File: config.mk
export PLATFORM = sky130hd
export DESIGN_NAME = wide_alu_seq
export DESIGN_NICKNAME = d
export VERILOG_FILES = /design/src/rtl/wide_alu_seq.sv
export SDC_FILE = /design/constraint.sdc
export NUM_CORES = 1
export LEC_CHECK = 0
export CORE_MARGIN = 1.5
export CORE_UTILIZATION = 43
export CTS_BUF_LIST = sky130_fd_sc_hd__clkbuf_8 sky130_fd_sc_hd__clkbuf_16
export CTS_CLUSTER_SIZE = 12
export DETAILED_ROUTE_END_ITERATION = 6
export GPL_TIMING_DRIVEN = 1
export PLACE_DENSITY = 0.77
export SYNTH_ARGS = -nofsm -noshare
export SYNTH_HDL_FRONTEND = slang
export SYNTH_SLANG_ARGS = --single-unit
export TNS_END_PERCENT = 5
File: constraint.sdc
create_clock -name Clk -period 1.85 [get_ports Clk]
set_input_delay 0.2775 -clock Clk [delete_from_list [all_inputs] [get_ports Clk]]
set_output_delay 0.2775 -clock Clk [all_outputs]
set_load 0.01 [all_outputs]
File: src/rtl/wide_alu_seq.sv
// 16-bit ADD/SUB/SHL sequencer that drives an external 8-bit ALU one byte per cycle,
// low byte first, chaining the carry between byte passes.
package alu_defs_pkg;
    localparam logic [3:0] kADD = 4'h1;
    localparam logic [3:0] kSHL = 4'h6;
endpackage

module wide_alu_seq #(
    parameter int unsigned CNT_W = 4
) (
    input  logic             Clk,
    input  logic             Reset,
    input  logic             start,
    input  logic [1:0]       op_sel,
    input  logic [15:0]      opnd_a,
    input  logic [15:0]      opnd_b,
    input  logic [CNT_W-1:0] shamt,
    output logic             ready,
    output logic             done,
    output logic [15:0]      result,
    output logic             co16,
    output logic             z16,
    output logic             neg16,
    output logic             err,
    output logic [3:0]       alu_op,
    output logic [7:0]       alu_in_a,
    output logic [7:0]       alu_in_acc,
    output logic             alu_ci,
    input  logic [7:0]       alu_acc,
    input  logic             alu_co
);
    import alu_defs_pkg::*;

    typedef enum logic [1:0] {IDLE, LO, HI, DONE} state_e;
    typedef enum logic [1:0] {OP_ADD, OP_SUB, OP_SHL, OP_ILL} op_e;

    localparam logic [CNT_W-1:0] CNT_ONE = 1;

    state_e           state, next_state;
    op_e              op_q, op_in;
    logic [15:0]      work_q;
    logic [15:0]      b_q;
    logic             carry_q;
    logic [CNT_W-1:0] count_q;

    assign op_in = op_e'(op_sel);
    assign ready = (state == IDLE);
    assign done  = (state == DONE);
    assign z16   = (result == 16'h0000);
    assign neg16 = result[15];

    always_ff @(posedge Clk) begin
        if (Reset) state <= IDLE;
        else       state <= next_state;
    end

    always_comb begin
        next_state = state;
        alu_op     = kADD;
        alu_in_a   = '0;
        alu_in_acc = '0;
        alu_ci     = 1'b0;
        unique case (state)
            IDLE: begin
                if (start) begin
                    if (op_in == OP_ADD || op_in == OP_SUB)
                        next_state = LO;
                    else if (op_in == OP_SHL && shamt != '0)
                        next_state = LO;
                    else
                        next_state = DONE;
                end
            end
            LO: begin
                next_state = HI;
                alu_in_acc = work_q[7:0];
                if (op_q == OP_SHL) begin
                    alu_op   = kSHL;
                    alu_in_a = 8'd1;
                end else begin
                    alu_in_a = b_q[7:0];
                    alu_ci   = (op_q == OP_SUB);
                end
            end
            HI: begin
                alu_in_acc = work_q[15:8];
                alu_ci     = carry_q;
                if (op_q == OP_SHL) begin
                    alu_op   = kSHL;
                    alu_in_a = 8'd1;
                end else begin
                    alu_in_a = b_q[15:8];
                end
                if (op_q == OP_SHL && count_q > CNT_ONE)
                    next_state = LO;
                else
                    next_state = DONE;
            end
            DONE: next_state = IDLE;
        endcase
    end

    // result/co16 are loaded on entry to DONE so they are already valid while done is high
    always_ff @(posedge Clk) begin
        if (Reset) begin
            op_q    <= OP_ADD;
            work_q  <= '0;
            b_q     <= '0;
            carry_q <= 1'b0;
            count_q <= '0;
            result  <= '0;
            co16    <= 1'b0;
            err     <= 1'b0;
        end else begin
            unique case (state)
                IDLE: begin
                    if (start) begin
                        op_q    <= op_in;
                        work_q  <= opnd_a;
                        b_q     <= (op_in == OP_SUB) ? ~opnd_b : opnd_b;
                        carry_q <= 1'b0;
                        count_q <= shamt;
                        err     <= (op_in == OP_ILL);
                        if (next_state == DONE) begin
                            result <= opnd_a;
                            co16   <= 1'b0;
                        end
                    end
                end
                LO: begin
                    work_q[7:0] <= alu_acc;
                    carry_q     <= alu_co;
                end
                HI: begin
                    work_q[15:8] <= alu_acc;
                    carry_q      <= alu_co;
                    if (next_state == LO) begin
                        count_q <= count_q - CNT_ONE;
                    end else begin
                        result <= {alu_acc, work_q[7:0]};
                        co16   <= alu_co;
                    end
                end
                DONE: ;
            endcase
        end
    end
endmodule

Word level (Yosys, flattened, before mapping)
Index checks and enable logic that the tools add are counted.
{"block": "op_classes", "addsub": 1, "n_lt_le_gt_ge": 1, "eq_ne": 14, "n_mux": 30, "bitwise": 1, "reduce_logical": 17}
{"op": "$mux 16", "count": 5}
{"op": "$pmux 8 s2", "count": 4}
{"op": "$pmux 16 s2", "count": 1}
{"op": "$logic_not 16->1", "count": 1}
{"op": "$mux 8", "count": 2}
{"op": "$not 16->16", "count": 1}
{"op": "$eq 2x2->1 const B", "count": 6}
{"op": "$eq 2x1->1 const B", "count": 4}
{"op": "$mux 2", "count": 4}
{"op": "$mux 4", "count": 2}
{"op": "$pmux 2 s4", "count": 1}
{"op": "$pmux 4 s2", "count": 1}
{"op": "$reduce_and 2->1", "count": 4}
{"op": "$mux 3", "count": 2}
{"op": "$ne 2x2->1 const B", "count": 3}
{"op": "$pmux 1 s2", "count": 3}
{"op": "$reduce_bool 2->1", "count": 3}
{"op": "$mux 1", "count": 5}
{"op": "$gt 4x1->1 const B", "count": 1}
{"op": "$logic_not 2->1", "count": 2}
{"op": "$reduce_and 4->1", "count": 1}
{"op": "$reduce_bool 4->1", "count": 1}
{"op": "$sub 4x1->4 const B", "count": 1}
{"op": "$reduce_and 3->1", "count": 1}
{"op": "4 further kinds", "count": 5}
{"block": "totals", "regBits": 59, "inputBits": 50, "output_inout_bits": 43}

Logic depth before layout (Yosys ltp)
Gate-level depths: netlist (run 1).
{"block": "logic_depth", "ltp_word": 10, "mapped_depth": 9}

Worst setup path after synthesis (run 1)
Ideal clock, no wire load.
{"block": "synth_path", "path_kind": "reg2out", "start": "register state[0]", "end": "output alu_in_a[0]", "arrival_time_ns": 1.580, "t_required_ns": 1.572, "path_slack_ns": -0.007, "path_stages_with_launch": 7, "n_path_buf": 2, "cell_sequence": "dfxtp_1 inv_1 ha_1 clkbuf_1 clkbuf_1 o21ai_0 a21boi_0"}
{"block": "synth_between", "elab_chain_cells": 2, "elab_cells_between_ends": 3, "cone_classes": "2 x eq/ne; 1 x mux"}
{"item": "start, declared", "line_no": "39", "text": "state_e state, next_state;"}
{"item": "start signal, assigned", "line_no": "54", "text": "else state <= next_state;"}
{"item": "$eq 2x2->1 / $eq 2x1->1 (equally long branches)", "line_no": "63", "text": "unique case (state)"}
{"item": "$pmux 8 s2 *", "line_no": "63"}
{"item": "end, declared", "line_no": "26", "text": "output logic [7:0] alu_in_a,"}
Mark *: on every way between the ends. The rest lies on a longest branch, timed or not.

Final worst setup path (run 1)
{"block": "layout_path", "start": "register state[0]", "end": "output alu_in_a[7]"}
Same word-level chain as after synthesis.

==> results of run 1 <==
[worst max-delay path, stage by stage, from the launching register on]
cell and delay, ns:
sky130_fd_sc_hd__dfxtp_2 0.34, sky130_fd_sc_hd__buf_4 0.14, sky130_fd_sc_hd__ha_4 0.16, sky130_fd_sc_hd__buf_12 0.14, sky130_fd_sc_hd__buf_4 0.15, sky130_fd_sc_hd__a22oi_2 0.12
sky130_fd_sc_hd__nor2_1 0.05, sky130_fd_sc_hd__buf_2 0.14
[cell families after synthesis]
| kind of cell | count (synthesis) | synth area share [%] |
|---|---|---|
| buffers and inverters | 38 | 6.038 |
| multiplexers | 27 | 8.677 |
| AND/OR/NAND/NOR | 109 | 15.51 |
| XOR/XNOR | 18 | 5.038 |
| flip-flops | 59 | 37.74 |
| AO/OA/AOI/OAI | 95 | 24.47 |
| other | 1 | 0.1198 |
| adder cells (fa/ha/maj) | 6 | 2.399 |
[layout make-up]
cell class	count	area, um2
repair buffers	136	1246
flip-flops and latches	59	1187
inverters	7	26.28
clock buffers	11	151.4
fillers	545	2205
well taps	96	120.1
multi-input cells	256	1894
clock inverters	5	76.32
[final timing paths]
kind                       start                     end  slack (ns)  cells past startpoint
max          state[0]$_SDFF_PP0_             alu_in_a[7]       0.001                      7
min                        Reset        err$_SDFFE_PP0P_        0.32                      2
max reg2reg  state[1]$_SDFF_PP0_  result[6]$_SDFFE_PP0P_        0.08                      8
min reg2reg     err$_SDFFE_PP0P_        err$_SDFFE_PP0P_        0.47                      2
[through the flow]
step	total power [mW]	hold WS, ns	utilization (%)	area (um2)
floorplan	4.234	0.4135	-	3131
CTS	7.456	0.3109	67.90	4690
detailed placement	5.908	0.4559	63.86	4410
finish	7.493	0.3182	68.08	4702
global route	7.989	0.3163	68.08	4702
global placement	5.784	0.4480	63.86	4410
[layer usage]
metal / track usage (%) / share of wire (%) / wire length, um / up-vias
li1: - / - / - / 1505
met1: 30.38 / 45 / 3922 / 1417
met2: 41.01 / 51 / 4453 / 64
met3: 5.597 / 4.0 / 352 / 6
met4: 6.108 / 0.95 / 84 / 0
met5: 0 / 0 / 0 / -
[registers in the layout (all words and copies together), names as in the netlist]
name     flops
result      16
co16         1
err          1
work_q      16
b_q         16
state        2
op_q         2
count_q      4
carry_q      1
[power by group]
group / leakage, nW / total (mW) / internal, mW / switching [mW]
clock network: 0.117 / 1.34 / 0.825 / 0.516
logic: 1.16 / 4.05 / 2.07 / 1.98
registers: 0.488 / 2.10 / 1.72 / 0.377
[repair_timing]
action,CTS,global route
endpoints found under the setup margin,22,38
gates cloned,0,0
resized for setup,98,11
hold buffers,0,0
pin swaps,2,6
setup buffers,0,0
[cell usage after synthesis, types with 6 or more instances]
cell / n
sky130_fd_sc_hd__mux2i_1: 26
sky130_fd_sc_hd__nor2b_1: 10
sky130_fd_sc_hd__xnor2_1: 18
sky130_fd_sc_hd__buf_4: 6
sky130_fd_sc_hd__a211oi_2: 13
sky130_fd_sc_hd__a22oi_1: 15
sky130_fd_sc_hd__nand2_1: 12
sky130_fd_sc_hd__buf_2: 7
sky130_fd_sc_hd__inv_1: 7
sky130_fd_sc_hd__a211oi_1: 38
sky130_fd_sc_hd__clkbuf_1: 13
sky130_fd_sc_hd__ha_1: 6
sky130_fd_sc_hd__dfxtp_1: 59
sky130_fd_sc_hd__nor2_1: 65
sky130_fd_sc_hd__a21oi_1: 6
==> run summary, run 1 <==
Run status: finished clean
Total nets after synthesis: 409
Net count, final: 525
PnR worst setup slack: 0.001370 ns
Synth Cell Area: 3129 um2
Initial antenna violation count: 0
Number of synthesis warnings: 0
Post-place setup slack: -0.2539 ns
Total GRT Usage: 23.92%
Drt pass-1 iters: 4
Data required time of the worst path: 1.57 ns
Pin count of the biggest net entering global routing: 34
Root Driver: sky130_fd_sc_hd__clkbuf_8
Total grt overflow: 0
Maximum fanout encountered on the critical timing path: 12
Number of CTS-inserted buffers: 9
Number of max-cap violations: 0
Reported leakage power: 1.761 nW
TritonCTS Sinks: 59
Leading cell type in the layout, fill and taps excluded: sky130_fd_sc_hd__clkdlybuf4s50_1
Initial Util: 45.31%
Leading cell types in the layout, fill and taps excluded: sky130_fd_sc_hd__clkdlybuf4s50_1 (68), sky130_fd_sc_hd__nor2_1 (65), sky130_fd_sc_hd__dfxtp_1 (56)
Number of buffers on the longest clock path: 2
CTS H-tree lvls: 3
Die Y: 88.31 um
Post-DR wirelength/cell: 15.46 um
Inst Count DP: 554
Final Routed Wirelength: 8812 um
Post-CTS clock slew at the launch and capture registers of the worst setup and hold paths: 0.07 ns
Leading cell types by total area after synthesis: sky130_fd_sc_hd__dfxtp_1 (38%), sky130_fd_sc_hd__a211oi_1 (9.1%), sky130_fd_sc_hd__mux2i_1 (8.3%), sky130_fd_sc_hd__nor2_1 (7.8%), sky130_fd_sc_hd__a211oi_2 (5.2%)
Die ar.: 7798 um2
First-pass GRT wire length: 14530 um
Insertion delay of the later-clocked pin in the worst-skew pair: 0.33 ns
DIE WIDTH: 88.31 um
Setup TNS: 0 ns
PD cells: 1594 nW/um2
Count of final hold-check violations: 0
Worst IR Drop VDD: 0.0007784 V
Antenna-violating nets left: 0
Unrepaired setup endpoints after global routing: true
Unique cell type count in the Yosys netlist: 42
Iteration-0 DRC count of the detailed router: 192
Cell type contributing the most total cell area after synthesis: sky130_fd_sc_hd__dfxtp_1
Final antenna diode count: 0
Highest achievable clock rate: 540.9 MHz
Total setup violations reported at the end of the flow: 0
Max Transition Viols Final: 0
Async SR Flop Fraction: 0%
Via Count: 2992
Number of flops mapped to enable cells by yosys: 0
Synth Instances: 353
Arr. time, crit path: 1.57 ns
Share of the clock period used by the worst path after layout: 99.93%
Detailed Place HPWL: 6317 um
Number of core rows: 30
Share of synthesized area occupied by flip-flops and latches: 37.74%
Average cell area after synthesis: 8.865 um2
Port buffer count: 91
Clock skew after layout: 0.005758 ns
GP Congestion: 0.8021
Seq cells post-synth: 59
Post-synth top flop: sky130_fd_sc_hd__dfxtp_1
Capturing element type of the critical path: output pin
Remaining routing DRC violations: 0
Type of the worst setup path: flop to output pin
Final standard cell count with taps included and fillers excluded: 570
Via density per instance: 5.249
Area growth syn-to-layout: 50.26%
Core Footprint: 6907 um2
Sort of element at the start of the critical path: flop
Clock tree from TritonCTS: yes
Share of layout cells above drive strength 1: 25.53%
Minimum period implied by the final worst setup slack: 1.849 ns
Number of placed I/O pins: 93
Share of the synthesized area in the top cell type: 37.74%
Worst Hold Class: input port to flop
Vias in the first global route: 3041
Power figures use the tool's default switching activity.
==> run 2, diff against run 1 <==
--- a/config.mk
+++ b/config.mk
@@ -10,8 +10,9 @@
 export CTS_BUF_LIST = sky130_fd_sc_hd__clkbuf_8 sky130_fd_sc_hd__clkbuf_16
 export CTS_CLUSTER_SIZE = 12
 export DETAILED_ROUTE_END_ITERATION = 6
-export GPL_TIMING_DRIVEN = 1
+export GPL_TIMING_DRIVEN = 0
 export PLACE_DENSITY = 0.77
+export SETUP_SLACK_MARGIN = 0.1
 export SYNTH_ARGS = -nofsm -noshare
 export SYNTH_HDL_FRONTEND = slang
 export SYNTH_SLANG_ARGS = --single-unit
==> run 2 against run 1 <==
The run now ends with negative setup slack left. Sequential power increased by 2%. Count of clock-buffer cells in the layout shrank 1. Combinational power rose by 7.2%. First-iteration DRC count down 5.7%. Worst hold slack improved by 0.083 ns.
==> run summary, run 2 (same netlist as run 1, synthesis figures left out) <==
Run status: finished with violations
Violations in the final reports: negative setup slack
Data required time of the worst path: 1.57 ns (about the same)
Leading cell type in the layout, fill and taps excluded: sky130_fd_sc_hd__clkdlybuf4s50_1
Post-cts hold buffer count: 0 (unchanged)
Clock tree from TritonCTS: yes
Clock skew after layout: 0.01146 ns (+0.005701 ns)
Minimum period implied by the final worst setup slack: 1.966 ns (+0.1175 ns)
Total of fill cells in the finished design: 530 (-2.8%)
Initial antenna violation count: 0 (unchanged)
TritonCTS Sinks: 59 (unchanged)
Area of the multi-input gates: 1962 um2 (+3.6%)
Max-slew headroom at the worst pin: 52.12%
Reported leakage power: 1.787 nW (+1.5%)
Remaining routing DRC violations: 0 (unchanged)
Footprint of the flip-flops and latches: 1194 um2 (+0.53%)
DIE WIDTH: 88.31 um (unchanged)
Capturing element type of the critical path: output pin
Length of routed wiring on met1: 4245 um (+8.2%)
Number of max-cap violations: 0 (unchanged)
Via Count: 3243 (+8.4%)
Detailed Place HPWL: 6766 um (+7.1%)
Antenna-violating nets left: 0 (unchanged)
Maximum fanout encountered on the critical timing path: 6 (-6)
Root Driver: sky130_fd_sc_hd__clkbuf_8
Length of routed met2 wiring: 5335 um (+20%)
Launching element of the worst setup path: state[0]$_SDFF_PP0_
Worst IR Drop VDD: 0.0007094 V (-8.9%)
Insertion delay of the later-clocked pin in the worst-skew pair: 0.35 ns (+0.02 ns)
Total setup violations reported at the end of the flow: 16 (+16)
Share of layout cells above drive strength 1: 27.73% (+2.2 points)
Number of buffers on the longest clock path: 2 (unchanged)
Unrepaired setup endpoints after global routing: true
Hold Path Origin: Reset
Arr. time, crit path: 1.69 ns (+0.12 ns)
Drt pass-1 iters: 4 (unchanged)
Total grt overflow: 0 (unchanged)
Total GRT Usage: 25.87% (+1.9 points)
Core Footprint: 6907 um2 (unchanged)
Leading cell types in the layout, fill and taps excluded: sky130_fd_sc_hd__clkdlybuf4s50_1 (67), sky130_fd_sc_hd__nor2_1 (62), sky130_fd_sc_hd__dfxtp_1 (53)
Setup TNS: -0.6772 ns (-0.6772 ns)
Type of the worst setup path: flop to output pin
Port buffer count: 90 (-1.1%)
Final standard cell count with taps included and fillers excluded: 572 (+0.35%)
Instance area after placement: 4151 um2 (-5.9%)
Die ar.: 7798 um2 (unchanged)
Net count, final: 527 (+0.38%)
Initial Util: 45.31% (unchanged)
Die Y: 88.31 um (unchanged)
Number of CTS-inserted buffers: 9 (unchanged)
Startpoint of the worst-slack reg-to-reg timing path: state[0]$_SDFF_PP0_
Vias in the first global route: 3119 (+2.6%)
Final Routed Wirelength: 10490 um (+19%)
CTS H-tree lvls: 3 (unchanged)
Worst Hold Class: input port to flop
Post-CTS clock slew at the launch and capture registers of the worst setup and hold paths: 0.07 ns (about the same)
Pin count of the biggest net entering global routing: 11 (-68%)
Via density per instance: 5.670 (+8.0%)
Iteration-0 DRC count of the detailed router: 181 (-5.7%)
Count of final hold-check violations: 0 (unchanged)
Worst Max-Slew Pin Slew: 0.7181 ns
Number of core rows: 30 (unchanged)
Area growth syn-to-layout: 53.10%
Final cell area excluding filler cells: 4791 um2 (+1.9%)
Final antenna diode count: 0 (unchanged)
Met3 WL: 583 um (+66%)
First-pass GRT wire length: 15240 um (+4.8%)
Post-DR wirelength/cell: 18.34 um (+19%)
Inst Count DP: 539 (-2.7%)
Number of placed I/O pins: 93 (unchanged)
Max Transition Viols Final: 0 (unchanged)
Top layer in use: met4
Highest achievable clock rate: 508.6 MHz (-6.0%)
PnR worst setup slack: -0.1161 ns (-0.1175 ns)
Share of the clock period used by the worst path after layout: 106.3% (+6.4 points)
Leading registers by flop count: b_q (16), result (16), work_q (16)
Sort of element at the start of the critical path: flop
GP Congestion: 0.8281 (+3.2%)
PD cells: 1656 nW/um2 (+3.9%)
run 2: cell count changes in the layout (fill, tap and decap cells not counted), moves of 3 or more:
cell                            previous run  this run
sky130_fd_sc_hd__dfxtp_1                  56        53
sky130_fd_sc_hd__nor2_1                   65        62
sky130_fd_sc_hd__buf_12                    6         0
sky130_fd_sc_hd__nor2b_2                   3         0
sky130_fd_sc_hd__buf_4                    35        21
sky130_fd_sc_hd__dlygate4sd2_1             4         1
sky130_fd_sc_hd__mux2i_1                  26        23
sky130_fd_sc_hd__clkbuf_16                 0         3
sky130_fd_sc_hd__clkbuf_1                  0         7
sky130_fd_sc_hd__mux2i_2                   0         3
sky130_fd_sc_hd__clkbuf_4                  0         3
sky130_fd_sc_hd__buf_6                     4         8
sky130_fd_sc_hd__nor2_2                    0         3
run 2: cell type report:
type,count,area share (%)
inverter,7,0.6007
tap,96,2.507
clock buffer,10,2.873
buffer,31,6.346
clock inverter,6,2.168
timing repair buffer,107,19.64
sequential,59,24.92
multi-input combinational,256,40.95
run 2: power breakdown:
part | switching (mW) | internal [mW] | total (mW)
combinational | 2.22 | 2.12 | 4.34
sequential | 0.410 | 1.73 | 2.14
clock | 0.525 | 0.922 | 1.45
run 2: critical path, stage by stage (launching register included):
cell and delay, ns:
sky130_fd_sc_hd__dfxtp_2 0.34, sky130_fd_sc_hd__inv_2 0.09, sky130_fd_sc_hd__ha_4 0.14, sky130_fd_sc_hd__clkbuf_8 0.15, sky130_fd_sc_hd__clkbuf_16 0.15, sky130_fd_sc_hd__o21ai_0 0.09
sky130_fd_sc_hd__a21boi_1 0.22, sky130_fd_sc_hd__buf_2 0.17
run 2: metrics by stage:
| step | power (mW) | hold WS [ns] | utilization (%) | setup slack, ns |
|---|---|---|---|---|
| global route | 8.313 | 0.4729 | 69.37 | -0.1614 |
| CTS | 7.466 | 0.3906 | 67.03 | -0.08593 |
| finish | 7.933 | 0.4008 | 69.37 | -0.1161 |
| global placement | 5.339 | 0.4482 | 60.11 | -0.6202 |
| detailed placement | 5.422 | 0.4548 | 60.11 | -0.5911 |
| floorplan | 4.234 | 0.4135 | - | 0.02603 |
run 2: repair_timing:
action / in CTS / in global routing
setup endpoints to repair: 78 / 63
buffers inserted: 9 / 7
resized for setup: 141 / 39
gates cloned: 1 / 0
pin swaps: 8 / 8
run 2: path summary, 6_finish.rpt:
check	endpoint	slack [ns]	depth (start not counted)
worst max register to register	result[6]$_SDFFE_PP0P_	0.04	9
worst max-delay path	alu_in_a[0]	-0.12	7
worst min register to register	err$_SDFFE_PP0P_	0.46	2
worst min-delay path	count_q[1]$_SDFFE_PP0P_	0.40	3
run 2: routing by layer:
metal / track usage [%] / vias up
met1: 30.92 / 1564
met4: 9.659 / 0
li1: - / 1506
met2: 45.73 / 139
met3: 5.317 / 34
met5: 0 / -
